## src/rtl/axi_master_drain.sv

```systemverilog
`default_nettype none
// ============================================================================
// Module   : axi_master_drain
// Purpose  : Interrupt-driven AXI4 master. It reads a status word, drains two
//            slave FIFOs as bursts towards a pixel sink, then writes the
//            status word back to the slave.
// Option   : `define AXI_MASTER_DRAIN_ERR_EN enables the sticky o_err monitor.
// Revision : 1.0 - initial release
// ============================================================================
module axi_master_drain #(
  parameter int                    DATA_WIDTH = 32,
  parameter int                    ADDR_WIDTH = 32,
  parameter int                    ID_WIDTH   = 4,
  parameter logic [ADDR_WIDTH-1:0] BASE_ADDR  = ADDR_WIDTH'(32'h000F_0000),
  parameter logic [3:0]            BURST_LEN  = 4'd15
) (
  input  logic                  clk,
  input  logic                  rst,
  input  logic                  i_enable,
  input  logic                  i_interrupt,
  // AR channel
  output logic                  o_arvalid,
  input  logic                  i_arready,
  output logic [ADDR_WIDTH-1:0] o_araddr,
  output logic [3:0]            o_arlen,
  output logic [2:0]            o_arsize,
  output logic [1:0]            o_arburst,
  output logic [ID_WIDTH-1:0]   o_arid,
  // R channel
  input  logic                  i_rvalid,
  output logic                  o_rready,
  input  logic [DATA_WIDTH-1:0] i_rdata,
  input  logic [1:0]            i_rresp,
  input  logic                  i_rlast,
  input  logic [ID_WIDTH-1:0]   i_rid,
  // AW channel
  output logic                  o_awvalid,
  input  logic                  i_awready,
  output logic [ADDR_WIDTH-1:0] o_awaddr,
  output logic [3:0]            o_awlen,
  output logic [2:0]            o_awsize,
  output logic [1:0]            o_awburst,
  output logic [ID_WIDTH-1:0]   o_awid,
  // W channel
  output logic                  o_wvalid,
  input  logic                  i_wready,
  output logic [DATA_WIDTH-1:0] o_wdata,
  output logic [3:0]            o_wstrb,
  output logic                  o_wlast,
  // B channel
  input  logic                  i_bvalid,
  output logic                  o_bready,
  input  logic [1:0]            i_bresp,
  input  logic [ID_WIDTH-1:0]   i_bid,
  // Pixel sink
  output logic                  o_pix_valid,
  output logic [15:0]           o_pix_data,
  output logic                  o_pix_sel,
  input  logic                  i_pix_ready,
  // Status
  output logic                  o_busy,
  output logic                  o_err
);

  localparam logic [3:0] IDLE   = 4'd0;
  localparam logic [3:0] ST_AR  = 4'd1;
  localparam logic [3:0] ST_R   = 4'd2;
  localparam logic [3:0] F1_AR  = 4'd3;
  localparam logic [3:0] F1_R   = 4'd4;
  localparam logic [3:0] F2_AR  = 4'd5;
  localparam logic [3:0] F2_R   = 4'd6;
  localparam logic [3:0] WR_AWW = 4'd7;
  localparam logic [3:0] WR_B   = 4'd8;

  localparam logic [ADDR_WIDTH-1:0] c_ADDR_F1 = BASE_ADDR + ADDR_WIDTH'(4);
  localparam logic [ADDR_WIDTH-1:0] c_ADDR_F2 = BASE_ADDR + ADDR_WIDTH'(8);

  logic [3:0]            r_state;
  logic [3:0]            w_next;
  logic [3:0]            r_beat;
  logic [DATA_WIDTH-1:0] r_status;
  logic                  r_aw_done;
  logic                  r_w_done;

  logic w_r_hs;
  logic w_aw_hs;
  logic w_w_hs;
  logic w_fifo_r;
  logic w_aw_fin;
  logic w_w_fin;
  logic w_rlast_hs;

  assign w_fifo_r   = (r_state == F1_R) || (r_state == F2_R);
  assign w_r_hs     = i_rvalid && o_rready;
  assign w_rlast_hs = w_r_hs && i_rlast;
  assign w_aw_hs    = o_awvalid && i_awready;
  assign w_w_hs     = o_wvalid && i_wready;
  assign w_aw_fin   = r_aw_done || w_aw_hs;
  assign w_w_fin    = r_w_done || w_w_hs;

  always_comb begin
    w_next = r_state;
    case (r_state)
      IDLE:   if (i_enable && i_interrupt) w_next = ST_AR;
      ST_AR:  if (i_arready) w_next = ST_R;
      ST_R:   if (w_rlast_hs) w_next = i_rdata[0] ? F1_AR : IDLE;
      F1_AR:  if (i_arready) w_next = F1_R;
      F1_R:   if (w_rlast_hs) w_next = F2_AR;
      F2_AR:  if (i_arready) w_next = F2_R;
      F2_R:   if (w_rlast_hs) w_next = WR_AWW;
      WR_AWW: if (w_aw_fin && w_w_fin) w_next = WR_B;
      WR_B:   if (i_bvalid) w_next = IDLE;
      default: w_next = IDLE;
    endcase
  end

  always_ff @(posedge clk or posedge rst) begin
    if (rst) begin
      r_state   <= IDLE;
      r_beat    <= 4'd0;
      r_status  <= '0;
      r_aw_done <= 1'b0;
      r_w_done  <= 1'b0;
    end else begin
      r_state <= w_next;

      if ((r_state == F1_AR) || (r_state == F2_AR))
        r_beat <= 4'd0;
      else if (w_fifo_r && w_r_hs)
        r_beat <= r_beat + 4'd1;

      if ((r_state == ST_R) && w_rlast_hs)
        r_status <= i_rdata;

      // Completion flags live only while both handshakes are still pending.
      if ((r_state == WR_AWW) && !(w_aw_fin && w_w_fin)) begin
        r_aw_done <= w_aw_fin;
        r_w_done  <= w_w_fin;
      end else begin
        r_aw_done <= 1'b0;
        r_w_done  <= 1'b0;
      end
    end
  end

  always_comb begin
    o_araddr = BASE_ADDR;
    case (r_state)
      F1_AR:   o_araddr = c_ADDR_F1;
      F2_AR:   o_araddr = c_ADDR_F2;
      default: o_araddr = BASE_ADDR;
    endcase
  end

  assign o_arvalid = (r_state == ST_AR) || (r_state == F1_AR) || (r_state == F2_AR);
  assign o_arlen   = (r_state == ST_AR) ? 4'd0 : BURST_LEN;
  assign o_arsize  = 3'b010;
  assign o_arburst = 2'b01;
  assign o_arid    = '0;

  assign o_rready    = (r_state == ST_R) || (w_fifo_r && i_pix_ready);
  assign o_pix_valid = w_fifo_r && i_rvalid;
  assign o_pix_data  = i_rdata[15:0];
  assign o_pix_sel   = (r_state == F2_R);

  assign o_awvalid = (r_state == WR_AWW) && !r_aw_done;
  assign o_awaddr  = BASE_ADDR;
  assign o_awlen   = 4'd0;
  assign o_awsize  = 3'b010;
  assign o_awburst = 2'b01;
  assign o_awid    = '0;

  assign o_wvalid = (r_state == WR_AWW) && !r_w_done;
  assign o_wdata  = r_status;
  assign o_wstrb  = 4'hF;
  assign o_wlast  = o_wvalid;

  assign o_bready = (r_state == WR_B);
  assign o_busy   = (r_state != IDLE);

`ifdef AXI_MASTER_DRAIN_ERR_EN
  logic r_err;
  logic w_err_hit;
  logic w_unused;

  // A short burst is detected on its last beat, before the counter advances.
  assign w_err_hit = (w_r_hs && (i_rresp != 2'b00))
                  || ((o_bready && i_bvalid) && (i_bresp != 2'b00))
                  || (w_fifo_r && w_rlast_hs && (r_beat != BURST_LEN));

  always_ff @(posedge clk or posedge rst) begin
    if (rst)
      r_err <= 1'b0;
    else if (w_err_hit)
      r_err <= 1'b1;
  end

  assign o_err    = r_err;
  assign w_unused = ^{i_rid, i_bid};
`else
  logic w_unused;
  assign o_err    = 1'b0;
  assign w_unused = ^{i_rid, i_bid, i_rresp, i_bresp, r_beat};
`endif

endmodule
`default_nettype wire
```

## config.mk

```make
export PLATFORM = sky130hd
export DESIGN_NAME = axi_master_drain
export DESIGN_NICKNAME = d
export VERILOG_FILES = /design/src/rtl/axi_master_drain.sv
export SDC_FILE = /design/constraint.sdc
export NUM_CORES = 1
export LEC_CHECK = 0
export ABC_AREA = 1
export BUFFER_PORTS_ARGS = -buffer_cell sky130_fd_sc_hd__buf_4
export CAP_MARGIN = 20
export CELL_PAD_IN_SITES_DETAIL_PLACEMENT = 1
export CELL_PAD_IN_SITES_GLOBAL_PLACEMENT = 1
export CORE_MARGIN = 1.5
export CORE_UTILIZATION = 30
export DETAILED_ROUTE_END_ITERATION = 12
export PLACE_DENSITY = 0.92
export SYNTH_ARGS = -nofsm -noshare
export SYNTH_HDL_FRONTEND = slang
export SYNTH_SLANG_ARGS = --single-unit
```

## constraint.sdc

```tcl
create_clock -name clk -period 3.5 [get_ports clk]
set_input_delay 0.175 -clock clk [delete_from_list [all_inputs] [get_ports clk]]
set_output_delay 0.175 -clock clk [all_outputs]
set_load 0.1 [all_outputs]
```

==> results of run 1 <==
## kinds of logic after synthesis
| family | count (synthesis) | share of synthesized area, % |
|---|---|---|
| buffers and inverters | 130 | 35.1 |
| multiplexers | 31 | 17.1 |
| AND/OR/NAND/NOR | 56 | 11.7 |
| other | 2 | 0.277 |
| flip-flops | 38 | 35.1 |
| AO/OA/AOI/OAI | 4 | 0.739 |
## synthesized netlist by cell type
| cell | count | share of area, % |
|---|---|---|
| buf_4 | 110 | 30 |
| dfrtp_1 | 38 | 35 |
| mux2_4 | 30 | 17 |
| nand2_1 | 20 | 2.8 |
| inv_1 | 14 | 1.9 |
| nand3_1 | 10 | 1.8 |
| nand4_1 | 6 | 1.4 |
| nor2_1 | 6 | 0.83 |
| nor2_4 | 4 | 1.7 |
| buf_12 | 3 | 2.2 |
| inv_2 | 3 | 0.42 |
| nand2_2 | 3 | 0.69 |
| o21ai_0 | 3 | 0.55 |
| conb_1 | 2 | 0.28 |
| nand2_4 | 2 | 0.83 |
| nor3_1 | 2 | 0.37 |
| a21oi_1 | 1 | 0.18 |
| mux2_2 | 1 | 0.42 |
| nand3_2 | 1 | 0.37 |
| nor2_2 | 1 | 0.23 |
| nor2_8 | 1 | 0.74 |
## worst min-delay path: stages
cell,delay (ns)
buf_4,0.11
inv_1,0.04
buf_4,0.41
## worst paths after layout
kind,startpoint,end,slack (ns),cells past startpoint
max in group asynchronous,rst,o_wdata[31],3.15,3
worst max-delay path,r_state[2],o_wlast,1.48,7
worst min register to register,o_wdata[11],o_wdata[11],0.52,1
worst min-delay path,rst,o_wdata[3],0.008,3
min in group clk,i_rdata[21],o_wdata[21],0.13,2
worst max register to register,r_state[3],o_wdata[5],1.56,4
## sequential cells by signal (all words and copies together) (netlist names)
signal / flops
r_state: 4
o_wdata: 32
r_aw_done: 1
r_w_done: 1
## cell usage in the layout, fill, tap and decap left out, types with 3 or more instances in the layout
master and n:
o21ai_0 3, conb_1 89, dfrtp_1 38, inv_2 3
nor2_1 6, nand3_1 10, clkbuf_8 6, nand4_1 6
nand2_1 20, inv_1 14, mux2_4 30, nand2_2 3
buf_4 106, nor2_4 4
## layer usage
layer | vias to the layer above | routed length, µm | GRT usage (%)
met2 | 111 | 3010 | 20.4
met4 | 0 | 79 | 3.96
met1 | 846 | 1990 | 12.4
li1 | 805 | - | -
met3 | 6 | 510 | 2.72
met5 | - | 0 | 0
## final cells by class
class | count | area [µm²] | area share [%]
clock buffers | 6 | 82.6 | 2.56
clock inverters | 2 | 60.1 | 1.86
inverters | 17 | 63.8 | 1.98
multi-input cells | 180 | 1130 | 35.2
flip-flops and latches | 38 | 951 | 29.5
well taps | 108 | 135 | 4.19
repair buffers | 106 | 796 | 24.7
## per-stage QoR
stage / std cells / utilization [%] / setup slack, ns / instance area (µm²)
after floorplan: 348 / - / 0.551 / 3030
after global placement: 449 / 35.3 / 1.64 / 3080
after detailed placement: 449 / 35.3 / 1.55 / 3080
after CTS: 457 / 36.9 / 1.45 / 3220
after global routing: 457 / 36.9 / 1.32 / 3220
final: 457 / 36.9 / 1.48 / 3220
==> summary.md, run 1 <==
| Metric | Value |
|---|---|
| Peak Freq | 495 MHz |
| Resized cells post-CTS | 0 |
| CTS tree | yes |
| Final Max Tran Viols | 0 |
| Clk buf depth | 2 |
| Share of cells above drive strength 1 | a little under half |
| CTS Hold Buffers Added | 0 |
| # rows | 34 |
| Root buf cell | clkbuf_8 |
| Post-CTS Setup Repair Bufs | 0 |
| Setup Viol. Count Final | 0 |
| Avg WL per Cell | 12.2 µm |
| Slowest stage cell, crit path | dfrtp_1 |
| Critical Path AT | 1.84 ns |
| Clk slew on worst S/H paths | 0.08 ns |
| CP Buf/Inv Count | 4 |
| Antenna Cells | 0 |
| Mapped Avg Cell Area | between 10 and 15 µm² |
| Syn Inst Count | 261 |
| CTS H-tree lvls | 2 |
| Clock Latency Late Sink | 0.29 ns |
| Crit end category | primary output |
| Crit-path cells | inv_2 -> nor2_4 -> inv_1 -> nor2_4 -> inv_1 -> nor2_1 -> buf_4 |
| Drt total wl | 5.59 mm |
| Die Ht | 98 µm |
| Routed vias | 1768 |
| Crit path kind | register to primary output |
| Largest net degree at the start of global routing | 39 |
| Post-route ant nets | 0 |
| Cts bufs inserted | 5 |
| Element type at the critical path start | register |
| Initial Utilization | a little over 30% |
| Vias in the first global route | 1709 |
| # fillers | 1042 |
| Seq cells post-synth | 38 |
| Vias per cell | 3.87 |
| Ports | 207 |
| Fin crit period | between 2 and 2.5 ns |
| Overflow after GRT | 0 |
| Drt pass-1 iters | 3 |
| Wire length of the first global-routing pass | 8.60 mm |
| Buffers on Ports | about 110 |
| Initial antenna violation count | 0 |
| HP Class | input port to asynchronous set/reset pin |
| Yosys warnings | 0 |
| Mapped cell area | between 2000 and 3000 µm² |
| RSZ-0062 raised after global routing | no |
| Max FO, Critical Path | 5 |
| Routability congestion estimate from global placement | 0.773 |
| Largest stage delay on the critical path | 0.48 ns |
| Clock Skew | 0.0117 ns |
| Yosys cell types | 21 |
| Die X | 98 µm |
| Clock sinks | 38 |
| Critical Path RT | roughly 3.3 ns |
| Number of DRC markers in iteration 0 | 23 |
| Fin. Hold Viols | 0 |
| Max_cap viols | 0 |
| Hold_ws | 0.00763 ns |
| Core area | 8720 µm² |
| GRT Util Overall | approximately 11% |
| Nets | around 400 |
| Post-synthesis sequential area ratio | 35.1% |
| Final period util | between 50 and 60% |
| Setup TNS | 0 ns |
| Post-detail-place hpwl | 4.56 mm |
| Status | complete, no violations |
| CP delay by family, top | buffers and inverters |
| DRC | 0 |
| Synthesis-to-layout area growth | 19.0% |
| Slew HR | 50.6% |
| Die area | roughly 9600 µm² |
| Worst-Margin Slew | about 0.74 ns |
Power of run 1 is not shown: default switching activity piles up to over one toggle a cycle in this logic, so the estimate is an artifact.
==> run 2: changes to the inputs <==
--- a/config.mk
+++ b/config.mk
@@ -11,9 +11,9 @@
 export CELL_PAD_IN_SITES_DETAIL_PLACEMENT = 1
 export CELL_PAD_IN_SITES_GLOBAL_PLACEMENT = 1
 export CORE_MARGIN = 1.5
-export CORE_UTILIZATION = 30
+export CORE_UTILIZATION = 25
 export DETAILED_ROUTE_END_ITERATION = 12
-export PLACE_DENSITY = 0.92
+export PLACE_DENSITY = 0.82
 export SYNTH_ARGS = -nofsm -noshare
 export SYNTH_HDL_FRONTEND = slang
 export SYNTH_SLANG_ARGS = --single-unit
==> constraint.sdc (replaced) <==
create_clock -name clk -period 1.75 [get_ports clk]
set_input_delay 0.0875 -clock clk [delete_from_list [all_inputs] [get_ports clk]]
set_output_delay 0.0875 -clock clk [all_outputs]
set_load 0.1 [all_outputs]
==> summary.md, run 2 (synthesis gave the netlist of run 1 again) <==
| Metric | Value |
|---|---|
| Critical Path RT | 1.92 ns (-1.40 ns) |
| Fin. Hold Viols | 0 (unchanged) |
| Antenna Cells | 0 (unchanged) |
| Die X | 107 µm (+9.3%) |
| HP Class | input port to register |
| Cts bufs inserted | 5 (unchanged) |
| # rows | 37 (+8.8%) |
| Clock sinks | 38 (unchanged) |
| Worst slack, placed | 0.0995 ns (-1.45 ns) |
| Post-route ant nets | 0 (unchanged) |
| Drt pass-1 iters | 4 (+1) |
| Number of DRC markers in iteration 0 | 62 (+170%) |
| Buffers on Ports | 105 (unchanged) |
| Vias per cell | 3.67 (-5.2%) |
| Clock Latency Late Sink | 0.29 ns (about the same) |
| Fin util | 33.6% (-3.3 points) |
| Root buf cell | clkbuf_8 |
| Largest net degree at the start of global routing | 39 (unchanged) |
| RSZ-0062 raised after global routing | no |
| Die area | 11500 µm² (+19%) |
| Post-detail-place hpwl | 4.89 mm (+7.3%) |
| Nets | 420 (+4.2%) |
| Clock Skew | 0.00501 ns (-0.00674 ns) |
| Synthesis-to-layout area growth | 29.3% |
| Avg WL per Cell | 12.4 µm (+0.97%) |
| Share of cells above drive strength 1 | 51.9% (+6.1 points) |
| Max FO, Critical Path | 9 (+4) |
| Drt total wl | 6.20 mm (+11%) |
| Commonest non-fill, non-tap cell in the layout | buf_4 |
| DRC | 0 (unchanged) |
| Setup Viol. Count Final | 0 (unchanged) |
| CTS tree | yes |
| Overflow after GRT | 0 (unchanged) |
| Fin crit period | between 1.5 and 2 ns |
| GRT Util Overall | 9.67% (-1.4 points) |
| CP Buf/Inv Count | 2 (-2) |
| Clk slew on worst S/H paths | 0.08 ns (about the same) |
| Ports | 207 (unchanged) |
| Final Worst Setup Slack | 0.0709 ns (-1.41 ns) |
| Initial Utilization | 26.0% (-5.1 points) |
| Max reg flops | 32 (unchanged) |
| Clk buf depth | 2 (unchanged) |
| Vias in the first global route | 1701 (-0.47%) |
| Element type at the critical path start | register |
| Routed vias | 1841 (+4.1%) |
| Die Ht | 107 µm (+9.3%) |
| Final Max Tran Viols | 0 (unchanged) |
| Status | complete, no violations |
| Largest stage delay on the critical path | 0.43 ns (-0.05 ns) |
| CP delay by family, top | simple AND/OR/NAND/NOR gates |
| Peak Freq | 596 MHz |
| Max_cap viols | 0 (unchanged) |
| Wire length of the first global-routing pass | 8.71 mm (+1.2%) |
| Crit-path cells | buf_6 -> nor2_4 -> nand2_4 -> nor2_8 -> clkbuf_16 -> mux2_4 |
| Most used cells in the layout excluding fill and tap cells | buf_4 (114), conb_1 (89), dfrtp_1 (35) |
| Critical Path AT | 1.85 ns (about the same) |
| Core area | 10400 µm² (+19%) |
| Crit end category | register |
| Crit path kind | register to register |
| # fillers | 1255 (+20%) |
| Slowest stage cell, crit path | dfrtp_2 |
| Final period util | 95.9% |
| Initial antenna violation count | 0 (unchanged) |
| Routability congestion estimate from global placement | 0.797 (+3.1%) |
| CTS H-tree lvls | 2 (unchanged) |
[run 2: cell types whose count changed in the layout (fill, tap and decap cells not counted), moves of 3 or more]
cell and delta:
dfrtp_1 -3, nor2_1 -5, buf_12 +3, dfrtp_2 +3, buf_6 +4, nor2_2 +3
buf_4 +8
[run 2: routing by layer]
layer / GRT usage (%) / vias up / wire length (µm)
met5: 0 / - / 0
met4: 3.43 / 0 / 85
met3: 2.43 / 8 / 528
met2: 18.7 / 113 / 3390
met1: 9.96 / 881 / 2190
li1: - / 839 / -
[run 2: final timing paths]
check,from,slack [ns],to,depth (start not counted)
worst min-delay path,i_rdata[17],0.03,o_wdata[17],2
worst max register to register,r_state[2],0.07,o_wdata[18],6
min in group asynchronous,rst,0.52,o_wdata[2],4
max in group asynchronous,rst,0.86,r_state[0],4
worst min register to register,o_wdata[0],0.52,o_wdata[0],2
worst max-delay path,r_state[2],0.07,o_wdata[18],6
[run 2: per-stage QoR]
stage | setup TNS (ns) | hold slack, ns | instances | area (µm²)
floorplan | -0.389 | 0.236 | 348 | 3090
global placement | 0 | 0.238 | 482 | 3210
detailed placement | 0 | 0.247 | 482 | 3210
CTS | 0 | 0.0171 | 492 | 3400
global route | 0 | 0.0115 | 502 | 3500
finish | 0 | 0.0272 | 502 | 3500
[run 2: final cells by class]
| type | instances | area (µm²) | area share, % |
|---|---|---|---|
| timing repair buffer | 123 | 996 | 28.4 |
| sequential | 38 | 955 | 27.3 |
| clock buffer | 5 | 68.8 | 1.96 |
| clock inverter | 3 | 68.8 | 1.96 |
| inverter | 17 | 63.8 | 1.82 |
| multi-input combinational | 180 | 1180 | 33.7 |
| tap | 136 | 170 | 4.86 |
[run 2: worst register-to-register path: cells and delay by family (launching register included)]
kind	cells	cell delay [ns]
and+or+nand+nor	3	0.49
DFF	1	0.43
buffers and inverters	2	0.35
muxes	1	0.30
[run 2: what timing repair did]
item / in CTS / in global routing
hold buffers: 1 / 0
endpoints found under the setup margin: 5 / 28
setup buffers: 1 / 9
cloned: 0 / 1
endpoints found under the hold margin: 38 / 0
pin swaps: 2 / 5
resized for setup: 10 / 4
Power of run 2 is left out for the same reason.
